## config.mk

```make
export PLATFORM = sky130hd
export DESIGN_NAME = hilo_muldiv_unit
export DESIGN_NICKNAME = d
export VERILOG_FILES = /design/src/rtl/hilo_muldiv_unit_pkg.sv /design/src/rtl/hilo_muldiv_unit_iter_core.sv /design/src/rtl/hilo_muldiv_unit.sv
export SDC_FILE = /design/constraint.sdc
export NUM_CORES = 1
export LEC_CHECK = 0
export CAP_MARGIN = 40
export CELL_PAD_IN_SITES_DETAIL_PLACEMENT = 1
export CELL_PAD_IN_SITES_GLOBAL_PLACEMENT = 1
export CORE_AREA = 2 2 219 221
export DETAILED_ROUTE_END_ITERATION = 10
export DIE_AREA = 0 0 221 223
export DONT_BUFFER_PORTS = 1
export GPL_ROUTABILITY_DRIVEN = 0
export GPL_TIMING_DRIVEN = 0
export PLACE_DENSITY_LB_ADDON = 0.1
export SLEW_MARGIN = 20
export SYNTH_ARGS = -nofsm -noshare
export SYNTH_HDL_FRONTEND = slang
export SYNTH_HIERARCHICAL = 1
export SYNTH_SLANG_ARGS = --single-unit
```

## constraint.sdc

```tcl
create_clock -name clk_i -period 13.4 [get_ports clk_i]
set_clock_uncertainty 0.1 [all_clocks]
set_input_delay 2.68 -clock clk_i [delete_from_list [all_inputs] [get_ports clk_i]]
set_output_delay 2.68 -clock clk_i [all_outputs]
set_load 0.005 [all_outputs]
```

## src/rtl/hilo_muldiv_unit_pkg.sv

```systemverilog
// Shared definitions for the Hi/Lo multiply/divide unit and the decode stage.
package hilo_muldiv_unit_pkg;

  localparam int MD_WIDTH = 32;
  localparam int MD_ITER  = 32;

  typedef enum logic [2:0] {
    OP_MULT  = 3'b000,
    OP_MULTU = 3'b001,
    OP_DIV   = 3'b010,
    OP_DIVU  = 3'b011,
    OP_MADD  = 3'b100,
    OP_MSUB  = 3'b101,
    OP_MTHI  = 3'b110,
    OP_MTLO  = 3'b111
  } op_e;

  typedef enum logic [1:0] {
    ST_IDLE = 2'b00,
    ST_CALC = 2'b01,
    ST_FIX  = 2'b10
  } state_e;

  // Operations whose operands are treated as two's complement.
  function automatic logic is_signed_op(input op_e op);
    return (op == OP_MULT) || (op == OP_DIV) || (op == OP_MADD) || (op == OP_MSUB);
  endfunction

  // Operations that run the restoring divider.
  function automatic logic is_div_op(input op_e op);
    return (op == OP_DIV) || (op == OP_DIVU);
  endfunction

endpackage

```

## src/rtl/hilo_muldiv_unit_iter_core.sv

```systemverilog
// Iterative datapath: shift-add multiply and restoring divide on unsigned
// magnitudes, one bit per cycle, with its own iteration counter.
module muldiv_iter_core #(
  parameter int WIDTH = 32,
  parameter int ITER  = 32
) (
  input  logic             clk_i,
  input  logic             rst_ni,
  input  logic             load_i,
  input  logic             step_i,
  input  logic             is_div_i,
  input  logic [WIDTH-1:0] a_i,
  input  logic [WIDTH-1:0] b_i,
  output logic             last_o,
  output logic [WIDTH-1:0] hi_o,
  output logic [WIDTH-1:0] lo_o
);

  localparam int CW = $clog2(ITER + 1);

  logic [CW-1:0]    cnt_q, cnt_d;
  logic [WIDTH-1:0] hi_q, hi_d;
  logic [WIDTH-1:0] lo_q, lo_d;
  logic [WIDTH-1:0] b_q, b_d;
  logic [WIDTH:0]   sum_s;
  logic [WIDTH:0]   shl_s;
  logic [WIDTH:0]   trial_s;

  // One multiply or divide iteration per step; load seeds the accumulator.
  always_comb begin
    cnt_d   = cnt_q;
    hi_d    = hi_q;
    lo_d    = lo_q;
    b_d     = b_q;
    sum_s   = {1'b0, hi_q} + {1'b0, (lo_q[0] ? b_q : {WIDTH{1'b0}})};
    shl_s   = {hi_q, lo_q[WIDTH-1]};
    trial_s = shl_s - {1'b0, b_q};
    if (load_i) begin
      cnt_d = CW'(ITER);
      hi_d  = {WIDTH{1'b0}};
      lo_d  = a_i;
      b_d   = b_i;
    end else if (step_i && (cnt_q != {CW{1'b0}})) begin
      cnt_d = cnt_q - CW'(1);
      if (is_div_i) begin
        // Restoring step: keep the trial remainder only if it did not go negative.
        if (!trial_s[WIDTH]) begin
          hi_d = trial_s[WIDTH-1:0];
          lo_d = {lo_q[WIDTH-2:0], 1'b1};
        end else begin
          hi_d = shl_s[WIDTH-1:0];
          lo_d = {lo_q[WIDTH-2:0], 1'b0};
        end
      end else begin
        {hi_d, lo_d} = {sum_s, lo_q[WIDTH-1:1]};
      end
    end else begin
      cnt_d = cnt_q;
    end
  end

  assign last_o = step_i && (cnt_q == CW'(1));
  assign hi_o   = hi_q;
  assign lo_o   = lo_q;

  // Iteration state registers.
  always_ff @(posedge clk_i or negedge rst_ni) begin
    if (!rst_ni) begin
      cnt_q <= {CW{1'b0}};
      hi_q  <= {WIDTH{1'b0}};
      lo_q  <= {WIDTH{1'b0}};
      b_q   <= {WIDTH{1'b0}};
    end else begin
      cnt_q <= cnt_d;
      hi_q  <= hi_d;
      lo_q  <= lo_d;
      b_q   <= b_d;
    end
  end

endmodule

```

## src/rtl/hilo_muldiv_unit.sv

```systemverilog
// Hi/Lo multiply/divide unit: control FSM, operand latching with sign
// stripping, final sign fix-up/accumulate and the architectural Hi/Lo pair.
module hilo_muldiv_unit
  import hilo_muldiv_unit_pkg::*;
#(
  parameter int WIDTH = MD_WIDTH,
  parameter int ITER  = MD_ITER
) (
  input  logic             clk_i,
  input  logic             rst_ni,
  input  logic             start_i,
  input  logic [2:0]       op_i,
  input  logic [WIDTH-1:0] a_i,
  input  logic [WIDTH-1:0] b_i,
  output logic             busy_o,
  output logic             done_o,
  output logic             divzero_o,
  output logic [WIDTH-1:0] hi_o,
  output logic [WIDTH-1:0] lo_o
);

  localparam logic [WIDTH-1:0]   ONE_W  = {{(WIDTH-1){1'b0}}, 1'b1};
  localparam logic [2*WIDTH-1:0] ONE_2W = {{(2*WIDTH-1){1'b0}}, 1'b1};

  state_e           state_q, state_d;
  op_e              op_q, op_d, op_in_s;
  logic [WIDTH-1:0] mag_a_q, mag_a_d, mag_b_q, mag_b_d;
  logic             neg_a_q, neg_a_d, neg_b_q, neg_b_d;
  logic             first_q, first_d;
  logic [WIDTH-1:0] hi_q, hi_d, lo_q, lo_d;
  logic             busy_q, busy_d, done_q, done_d, dz_q, dz_d;

  logic             accept_s, a_neg_s, b_neg_s;
  logic             core_load_s, core_step_s, core_last_s;
  logic [WIDTH-1:0] core_hi_s, core_lo_s;
  logic [2*WIDTH-1:0] prod_s, sprod_s, result_s;

  assign op_in_s  = op_e'(op_i);
  // A request in the cycle Done is high is dropped on purpose.
  assign accept_s = (state_q == ST_IDLE) && start_i && !done_q;
  assign a_neg_s  = is_signed_op(op_in_s) && a_i[WIDTH-1];
  assign b_neg_s  = is_signed_op(op_in_s) && b_i[WIDTH-1];

  muldiv_iter_core #(.WIDTH(WIDTH), .ITER(ITER)) u_core (
    .clk_i    (clk_i),
    .rst_ni   (rst_ni),
    .load_i   (core_load_s),
    .step_i   (core_step_s),
    .is_div_i (is_div_op(op_q)),
    .a_i      (mag_a_q),
    .b_i      (mag_b_q),
    .last_o   (core_last_s),
    .hi_o     (core_hi_s),
    .lo_o     (core_lo_s)
  );

  // Re-apply operand signs to the magnitude result and accumulate for MADD/MSUB.
  always_comb begin
    prod_s  = {core_hi_s, core_lo_s};
    sprod_s = (neg_a_q ^ neg_b_q) ? (~prod_s + ONE_2W) : prod_s;
    case (op_q)
      OP_MULT:  result_s = sprod_s;
      OP_MULTU: result_s = prod_s;
      OP_DIV:   result_s = {(neg_a_q ? (~core_hi_s + ONE_W) : core_hi_s),
                            ((neg_a_q ^ neg_b_q) ? (~core_lo_s + ONE_W) : core_lo_s)};
      OP_DIVU:  result_s = prod_s;
      OP_MADD:  result_s = {hi_q, lo_q} + sprod_s;
      OP_MSUB:  result_s = {hi_q, lo_q} - sprod_s;
      default:  result_s = {hi_q, lo_q};
    endcase
  end

  // Next-state and register-update logic for the IDLE/CALC/FIX sequence.
  always_comb begin
    state_d     = state_q;
    op_d        = op_q;
    mag_a_d     = mag_a_q;
    mag_b_d     = mag_b_q;
    neg_a_d     = neg_a_q;
    neg_b_d     = neg_b_q;
    first_d     = first_q;
    hi_d        = hi_q;
    lo_d        = lo_q;
    done_d      = 1'b0;
    dz_d        = 1'b0;
    core_load_s = 1'b0;
    core_step_s = 1'b0;
    case (state_q)
      ST_IDLE: begin
        if (accept_s) begin
          case (op_in_s)
            OP_MTHI: begin
              hi_d   = a_i;
              done_d = 1'b1;
            end
            OP_MTLO: begin
              lo_d   = a_i;
              done_d = 1'b1;
            end
            default: begin
              if (is_div_op(op_in_s) && (b_i == {WIDTH{1'b0}})) begin
                done_d = 1'b1;
                dz_d   = 1'b1;
              end else begin
                state_d = ST_CALC;
                op_d    = op_in_s;
                neg_a_d = a_neg_s;
                neg_b_d = b_neg_s;
                mag_a_d = a_neg_s ? (~a_i + ONE_W) : a_i;
                mag_b_d = b_neg_s ? (~b_i + ONE_W) : b_i;
                first_d = 1'b1;
              end
            end
          endcase
        end else begin
          state_d = ST_IDLE;
        end
      end
      ST_CALC: begin
        // First CALC cycle seeds the core from the latched magnitudes.
        if (first_q) begin
          core_load_s = 1'b1;
          first_d     = 1'b0;
        end else begin
          core_step_s = 1'b1;
          if (core_last_s) begin
            state_d = ST_FIX;
          end else begin
            state_d = ST_CALC;
          end
        end
      end
      ST_FIX: begin
        state_d      = ST_IDLE;
        done_d       = 1'b1;
        {hi_d, lo_d} = result_s;
      end
      default: begin
        state_d = ST_IDLE;
      end
    endcase
    busy_d = (state_d != ST_IDLE);
  end

  // Control, operand and Hi/Lo registers.
  always_ff @(posedge clk_i or negedge rst_ni) begin
    if (!rst_ni) begin
      state_q <= ST_IDLE;
      op_q    <= OP_MULT;
      mag_a_q <= {WIDTH{1'b0}};
      mag_b_q <= {WIDTH{1'b0}};
      neg_a_q <= 1'b0;
      neg_b_q <= 1'b0;
      first_q <= 1'b0;
      hi_q    <= {WIDTH{1'b0}};
      lo_q    <= {WIDTH{1'b0}};
      busy_q  <= 1'b0;
      done_q  <= 1'b0;
      dz_q    <= 1'b0;
    end else begin
      state_q <= state_d;
      op_q    <= op_d;
      mag_a_q <= mag_a_d;
      mag_b_q <= mag_b_d;
      neg_a_q <= neg_a_d;
      neg_b_q <= neg_b_d;
      first_q <= first_d;
      hi_q    <= hi_d;
      lo_q    <= lo_d;
      busy_q  <= busy_d;
      done_q  <= done_d;
      dz_q    <= dz_d;
    end
  end

  assign busy_o    = busy_q;
  assign done_o    = done_q;
  assign divzero_o = dz_q;
  assign hi_o      = hi_q;
  assign lo_o      = lo_q;

endmodule
```

==> results.yml, run 1 <==
outcome:
  status: "finished, final reports clean"
placed_design:
  dp_hpwl_um: 88010
  io_buffers: 0
  placed_area_mm2: 0.02552
  place_ws_ps: 5088
setup_path:
  crit_path_top_delay_cell: "dfrtp_1"
  cp-start-kind: "register"
  timing.rr.end: "hi_o[23]$_DFFE_PN0P_"
  arrival_ps: 8690
  cpMostUsedCell: "a21oi_1"
  startpoint: "u_core/lo_o[0]$_DFFE_PN0P_"
  cp_max_fo: 14
  endpoint_kind: "register"
  reg2reg_depth: 25
  required_ps: 13780
  cpPeakStageDelay_ps: 720
  r2r-start: "u_core/lo_o[0]$_DFFE_PN0P_"
  ff2ff_setup_slack_ps: 5080
  path_class: "reg -> reg"
final_layout:
  drive_gt1_share_pct: 4.161
  nNetsFinal: 3572
  multiInputGateArea_mm2: 0.01739
  utilization_pct: 56.49
  fin_area_mm2: 0.02663
  seqCellArea_mm2: 0.006031
  syn2layout_area_growth_pct: 7.849
  fillers: 6016
power:
  pwr_density_cell_mw_per_mm2: 62.88
  clock_power_share_pct: 53.6
  total_power_uw: 1674
  p_sw_share_pct: 23.82
  ir_worst_vdd_uv: 86.84
  cell_internal_pwr_uw: 1276
  leakage_uw: 0.01176
  power_switching_uw: 398.9
  p_seq_share_pct: 43.5
  comb_power_share_pct: 2.9
sta:
  fin_crit_sh_pct: 62.07
  period_minus_slack_ps: 8318
  finalHoldViolations: 0
  drv_slew: 0
  fin_ws_ps: 5083
  max_freq_mhz: 120.2
  rsz0062_at_grt: "false"
  slew_headroom_pct: 35.12
  setup-violations-final: 0
  tightest_slew_ps: 973.2
  fin_tns_setup_ps: 0
clock_tree:
  root_buffer: "clkbuf_16"
  ctsHoldBuffers: 0
  insertion_delay_ps: 630
  clk_path_buf_depth: 3
  cts_buffers: 31
  cts_resized: 0
  clk_pin_slew_worst_paths_ps: 60
  cts_max_level: 1
  clock-sinks: 241
  post-cts-setup-buffers: 0
  cts_tree: "done"
floorplan:
  core-area_mm2: 0.04715
  die-area_mm2: 0.04928
  std_cell_rows: 80
  die_w_um: 221
  io_pins: 137
  die_y_um: 223
  initial_utilization_pct: 52.38
job:
  drv_cap: 0
global_route:
  grt_pass1_wl_um: 170000
  grt_max_degree: 242
  first_global_vias: 28380
  antenna_found_initial: 5
  globalRoute.totalOverflow: 0
  grt_use_total_pct: 44.22
logic_synthesis:
  synthFlopType: "dfrtp_1"
  ys_ff_latch: 241
  yosys.area.top_type_share_pct: 24.42
  synth_edf_count: 0
  yosys-top-cells-area: "dfrtp_1 24%, o21ai_0 7.2%, ha_1 6.8%, a21oi_1 6.5%, nand2_1 6.3%"
  postSynth.asyncResetShare_pct: 100.0
  synth.avg_cell_area_um2: 7.435
  synth.distinct_cells: 104
  synth_warnings: 6
  yosysSeqAreaShare_pct: 24.42
  synth_area_mm2: 0.02469
  synthCells: 3321
  netlist.top_cell.by_area: "dfrtp_1"
  syn_nets: 3529
drt:
  post_drt_wl_per_cell_um: 27.93
  firstDrtPassIters: 8
  vias: 27680
  wl_um: 111900
  post_drt_via_cell_ratio: 6.908
  drt_iter0_markers: 2984
  drc: 0
  ant_nets: 0
hold_path:
  hold_end: "state_q[1]$_DFF_PN0_"
  hold_start: "first_q$_DFFE_PN0P_"
  worst_hold_path_type: "reg -> reg"
  whs_path_depth: 1
placed cells by master (no fill, tap or decap), drive strengths merged, types with 44 or more instances in the layout:
master / count
o21ai: 363
a31oi: 55
inv: 108
xor2: 122
a21o: 64
nor2: 283
a21oi: 320
xnor2: 173
nand3: 63
dfrtp: 241
ha: 135
buf: 50
nand2: 414
and2: 52
clkbuf: 219
nor4: 44
nor3: 68
through the flow:
stage	instances	hold slack, ps
after floorplan	3321	332.1
after global placement	3936	350.2
after detailed placement	3944	365.2
after CTS	4002	377.0
after global routing	4004	398.8
final	4007	374.0
worst max-delay path: cells and delay by family (launching register included):
kind	cells	cell delay [ps]
adder cells (fa/ha/maj)	2	590
buffers and inverters	3	790
AND/OR/NAND/NOR	6	1890
flip-flops	1	720
AO/OA/AOI/OAI	12	3410
XOR/XNOR	2	630
sequential cells by signal, summed over array words and instances (netlist names):
name,count
busy_o,1
divzero_o,1
done_o,1
first_q,1
hi_o,32
lo_o,32
mag_a_q,32
mag_b_q,32
neg_a_q,1
neg_b_q,1
op_q,3
state_q,2
u_core/b_q,32
u_core/cnt_q,6
u_core/hi_o,32
u_core/lo_o,32
layer usage:
layer	vias to the layer above	GRT usage, %	part of all wire (%)
met5	-	0	0.034
met4	6	33.23	8.8
met3	491	8.771	9.4
met2	1561	70.66	44
met1	13520	52.80	38
li1	12100	-	-
synth_stat cells, types with 14 or more instances:
cell type	count
nand2_1	414
o21ai_0	355
a21oi_1	319
nor2_1	282
dfrtp_1	241
clkbuf_1	175
xnor2_1	173
ha_1	135
xor2_1	122
inv_1	105
nor3_1	66
a21o_1	64
nand3_1	62
a31oi_1	55
and2_1	50
mux2i_1	43
nor4_1	42
nand4_1	35
a211oi_1	33
nand2b_1	30
a221oi_1	29
o31ai_1	29
and3_1	27
o211ai_1	25
or3_1	24
o21a_1	23
o221ai_1	21
nor2b_1	20
o21bai_1	20
or4_1	20
buf_1	19
mux2_2	15
a22oi_1	14
final cells by class:
class,instances,share of cell area (%)
flip-flops and latches,241,22.65
clock inverters,15,0.6907
inverters,106,1.494
plain buffers,216,3.341
well taps,615,2.889
multi-input cells,2758,65.30
diodes,3,0.02819
clock buffers,43,3.383
repair buffers,10,0.2302
worst max-delay path by stage:
stage	depth (start not counted)	slack, ps	endpoint
2_1_floorplan	26	7060	hi_o[31]$_DFFE_PN0P_
3_3_place_gp	12	4940	mag_a_q[0]$_DFFE_PN0P_
3_5_place_dp	13	5090	mag_b_q[0]$_DFFE_PN0P_
4_1_cts	24	5550	hi_o[31]$_DFFE_PN0P_
5_1_grt	25	4900	hi_o[23]$_DFFE_PN0P_
6_report	25	5080	hi_o[23]$_DFFE_PN0P_
power by group through the flow:
stage	registers, uW	clock network [uW]	logic, uW
after CTS	728	900	47.8
after detailed placement	741	0	47.4
after global routing	727	928	53.1
after global placement	741	0	45.2
after floorplan	741	0	32.8
final	728	897	49.2
cells by family after synthesis:
| kind of cell | Yosys count | synth area share [%] |
|---|---|---|
| simple gates | 1134 | 21.83 |
| compound gates | 1133 | 28.55 |
| buf+inv | 322 | 5.214 |
| xor+xnor | 295 | 10.46 |
| flops | 241 | 24.42 |
| fa+ha+maj | 138 | 7.084 |
| mux | 58 | 2.427 |
(Power assumes the default switching activity.)
==> run 2, diff against run 1 <==
- CORE_AREA: 2 2 219 221 -> 2 2 228 230
- DIE_AREA: 0 0 221 223 -> 0 0 230 232
- clock period: 13.4 -> 8.3 ns (I/O delays scaled with it)
==> results.yml, run 2 (same netlist as run 1, synthesis figures left out) <==
global_route:
  grt_use_total_pct: 41.50
  first_global_vias: 28120
  antenna_found_initial: 4
  grt_max_degree: 242
  grt_pass1_wl_um: 170100
  globalRoute.totalOverflow: 0
setup_path:
  reg2reg_depth: 24
  cp_max_fo: 10
  arrival_ps: 8360
  required_ps: 8680
  cp_cell_sequence: "buf_8, or4_1, buf_2, nor4_4, nand3_1, o21ai_1, xor2_1, or4b_4, or3_1, or3b_4, nor2_4, a21oi_1, xor2_1, ha_1, clkbuf_1, nand4_1, inv_1, nand2_1, or3_1, o31ai_1, o21ai_0, a21oi_1, nor4bb_1, a2111oi_2"
  path_delay_family: "simple AND/OR/NAND/NOR gates"
  timing.rr.end: "hi_o[31]$_DFFE_PN0P_"
  endpoint_kind: "register"
  cpPeakStageDelay_ps: 580
  r2r-start: "u_core/lo_o[0]$_DFFE_PN0P_"
  crit_path_top_delay_cell: "or4b_4"
  ff2ff_setup_slack_ps: 320
  path_buf_inv: 4
  path_class: "reg -> reg"
  cp-start-kind: "register"
placed_design:
  place_ws_ps: 595.9
  placed_area_mm2: 0.02562
  dp_hpwl_um: 88160
  io_buffers: 0
clock_tree:
  clk_path_buf_depth: 3
  ctsHoldBuffers: 0
  cts_resized: 0
  cts_max_level: 2
  clk_pin_slew_worst_paths_ps: 60
  root_buffer: "clkbuf_16"
  cts_buffers: 34
  post-cts-setup-buffers: 0
  clock-sinks: 241
  cts_tree: "done"
  insertion_delay_ps: 590
floorplan:
  die-area_mm2: 0.05336
  die_y_um: 232
  die_w_um: 230
  io_pins: 137
  std_cell_rows: 83
  core-area_mm2: 0.05089
  initial_utilization_pct: 48.52
power:
  cell_internal_pwr_uw: 2135
  pwr_density_cell_mw_per_mm2: 105.0
  p_sw_share_pct: 24.16
  clock_power_share_pct: 55.4
  ir_worst_vdd_uv: 122.7
  power_switching_uw: 680.2
  comb_power_share_pct: 2.9
  p_seq_share_pct: 41.8
  leakage_uw: 0.01180
  total_power_uw: 2815
sta:
  fin_crit_sh_pct: 96.19
  finalHoldViolations: 0
  fin_tns_setup_ps: 0
  slew_headroom_pct: 35.61
  period_minus_slack_ps: 7983
  tightest_slew_ps: 963.4
  rsz0062_at_grt: "false"
  setup-violations-final: 0
  drv_slew: 0
  max_freq_mhz: 125.3
  fin_ws_ps: 316.5
hold_path:
  whs_path_depth: 1
  hold_end: "state_q[1]$_DFF_PN0_"
  worst_hold_path_type: "reg -> reg"
  hold_start: "first_q$_DFFE_PN0P_"
drt:
  ant_nets: 0
  drc: 0
  post_drt_wl_per_cell_um: 27.67
  vias: 27410
  wl_um: 112700
  drt_iter0_markers: 2769
  post_drt_via_cell_ratio: 6.729
  firstDrtPassIters: 5
final_layout:
  syn2layout_area_growth_pct: 8.624
  final_common_cell: "nand2_1"
  nNetsFinal: 3576
  fillers: 6533
  drive_gt1_share_pct: 4.304
  mostFrequentLayoutCells: "414 x nand2_1, 355 x o21ai_0, 319 x a21oi_1"
  fin_area_mm2: 0.02682
job:
  drv_cap: 0
outcome:
  status: "finished, final reports clean"
run 2: area by class of cell:
class / count / area [um2] / share of cell area, %
inverters: 106 / 397.9 / 1.483
repair buffers: 11 / 81.33 / 0.3032
well taps: 680 / 850.8 / 3.172
plain buffers: 216 / 889.6 / 3.317
multi-input cells: 2758 / 17400 / 64.88
flip-flops and latches: 241 / 6031 / 22.48
clock inverters: 12 / 181.4 / 0.6764
clock buffers: 48 / 983.4 / 3.667
diodes: 2 / 5.005 / 0.01866
run 2: worst reg2reg max path, stage by stage, from the launching register on:
cell	delay (ps)
dfrtp_1	520
buf_8	230
or4_1	520
buf_2	210
nor4_4	520
nand3_1	380
o21ai_1	280
xor2_1	560
or4b_4	580
or3_1	420
or3b_4	440
nor2_4	120
a21oi_1	90
xor2_1	200
ha_1	310
clkbuf_1	320
nand4_1	230
inv_1	100
nand2_1	160
or3_1	430
o31ai_1	310
o21ai_0	180
a21oi_1	300
nor4bb_1	110
a2111oi_2	280
run 2: how the worst max path moves through the flow:
stage,cells after the start,startpoint,slack (ps),end
floorplan,26,u_core/lo_o[0]$_DFFE_PN0P_,1960,hi_o[31]$_DFFE_PN0P_
global placement,25,u_core/lo_o[0]$_DFFE_PN0P_,380,hi_o[31]$_DFFE_PN0P_
detailed placement,24,u_core/lo_o[0]$_DFFE_PN0P_,600,hi_o[31]$_DFFE_PN0P_
CTS,26,u_core/lo_o[0]$_DFFE_PN0P_,570,hi_o[23]$_DFFE_PN0P_
global route,25,u_core/lo_o[0]$_DFFE_PN0P_,20,hi_o[31]$_DFFE_PN0P_
finish,24,u_core/lo_o[0]$_DFFE_PN0P_,320,hi_o[31]$_DFFE_PN0P_
run 2: routing by layer:
metal	up-vias	track usage, %	share of wire, %
met5	-	0	0.028
met1	13430	49.99	39
met3	454	7.994	8.8
met4	6	31.83	8.8
met2	1404	65.55	44
li1	12120	-	-
run 2: per-stage QoR:
step	utilization, %	hold slack, ps	cells
6_report	52.71	367.6	4074
5_1_grt	52.70	394.1	4072
4_1_cts	52.64	370.0	4069
3_5_place_dp	50.35	358.0	4009
3_3_place_gp	50.20	349.4	4001
2_1_floorplan	-	332.1	3321
run 2: power groups by stage:
stage               registers (uW)  clock network (uW)  logic (uW)
floorplan                     1200                   0        53.0
global placement              1200                   0        73.8
detailed placement            1200                   0        77.1
CTS                           1180                1570        78.1
global route                  1170                1600        86.9
finish                        1180                1560        80.3
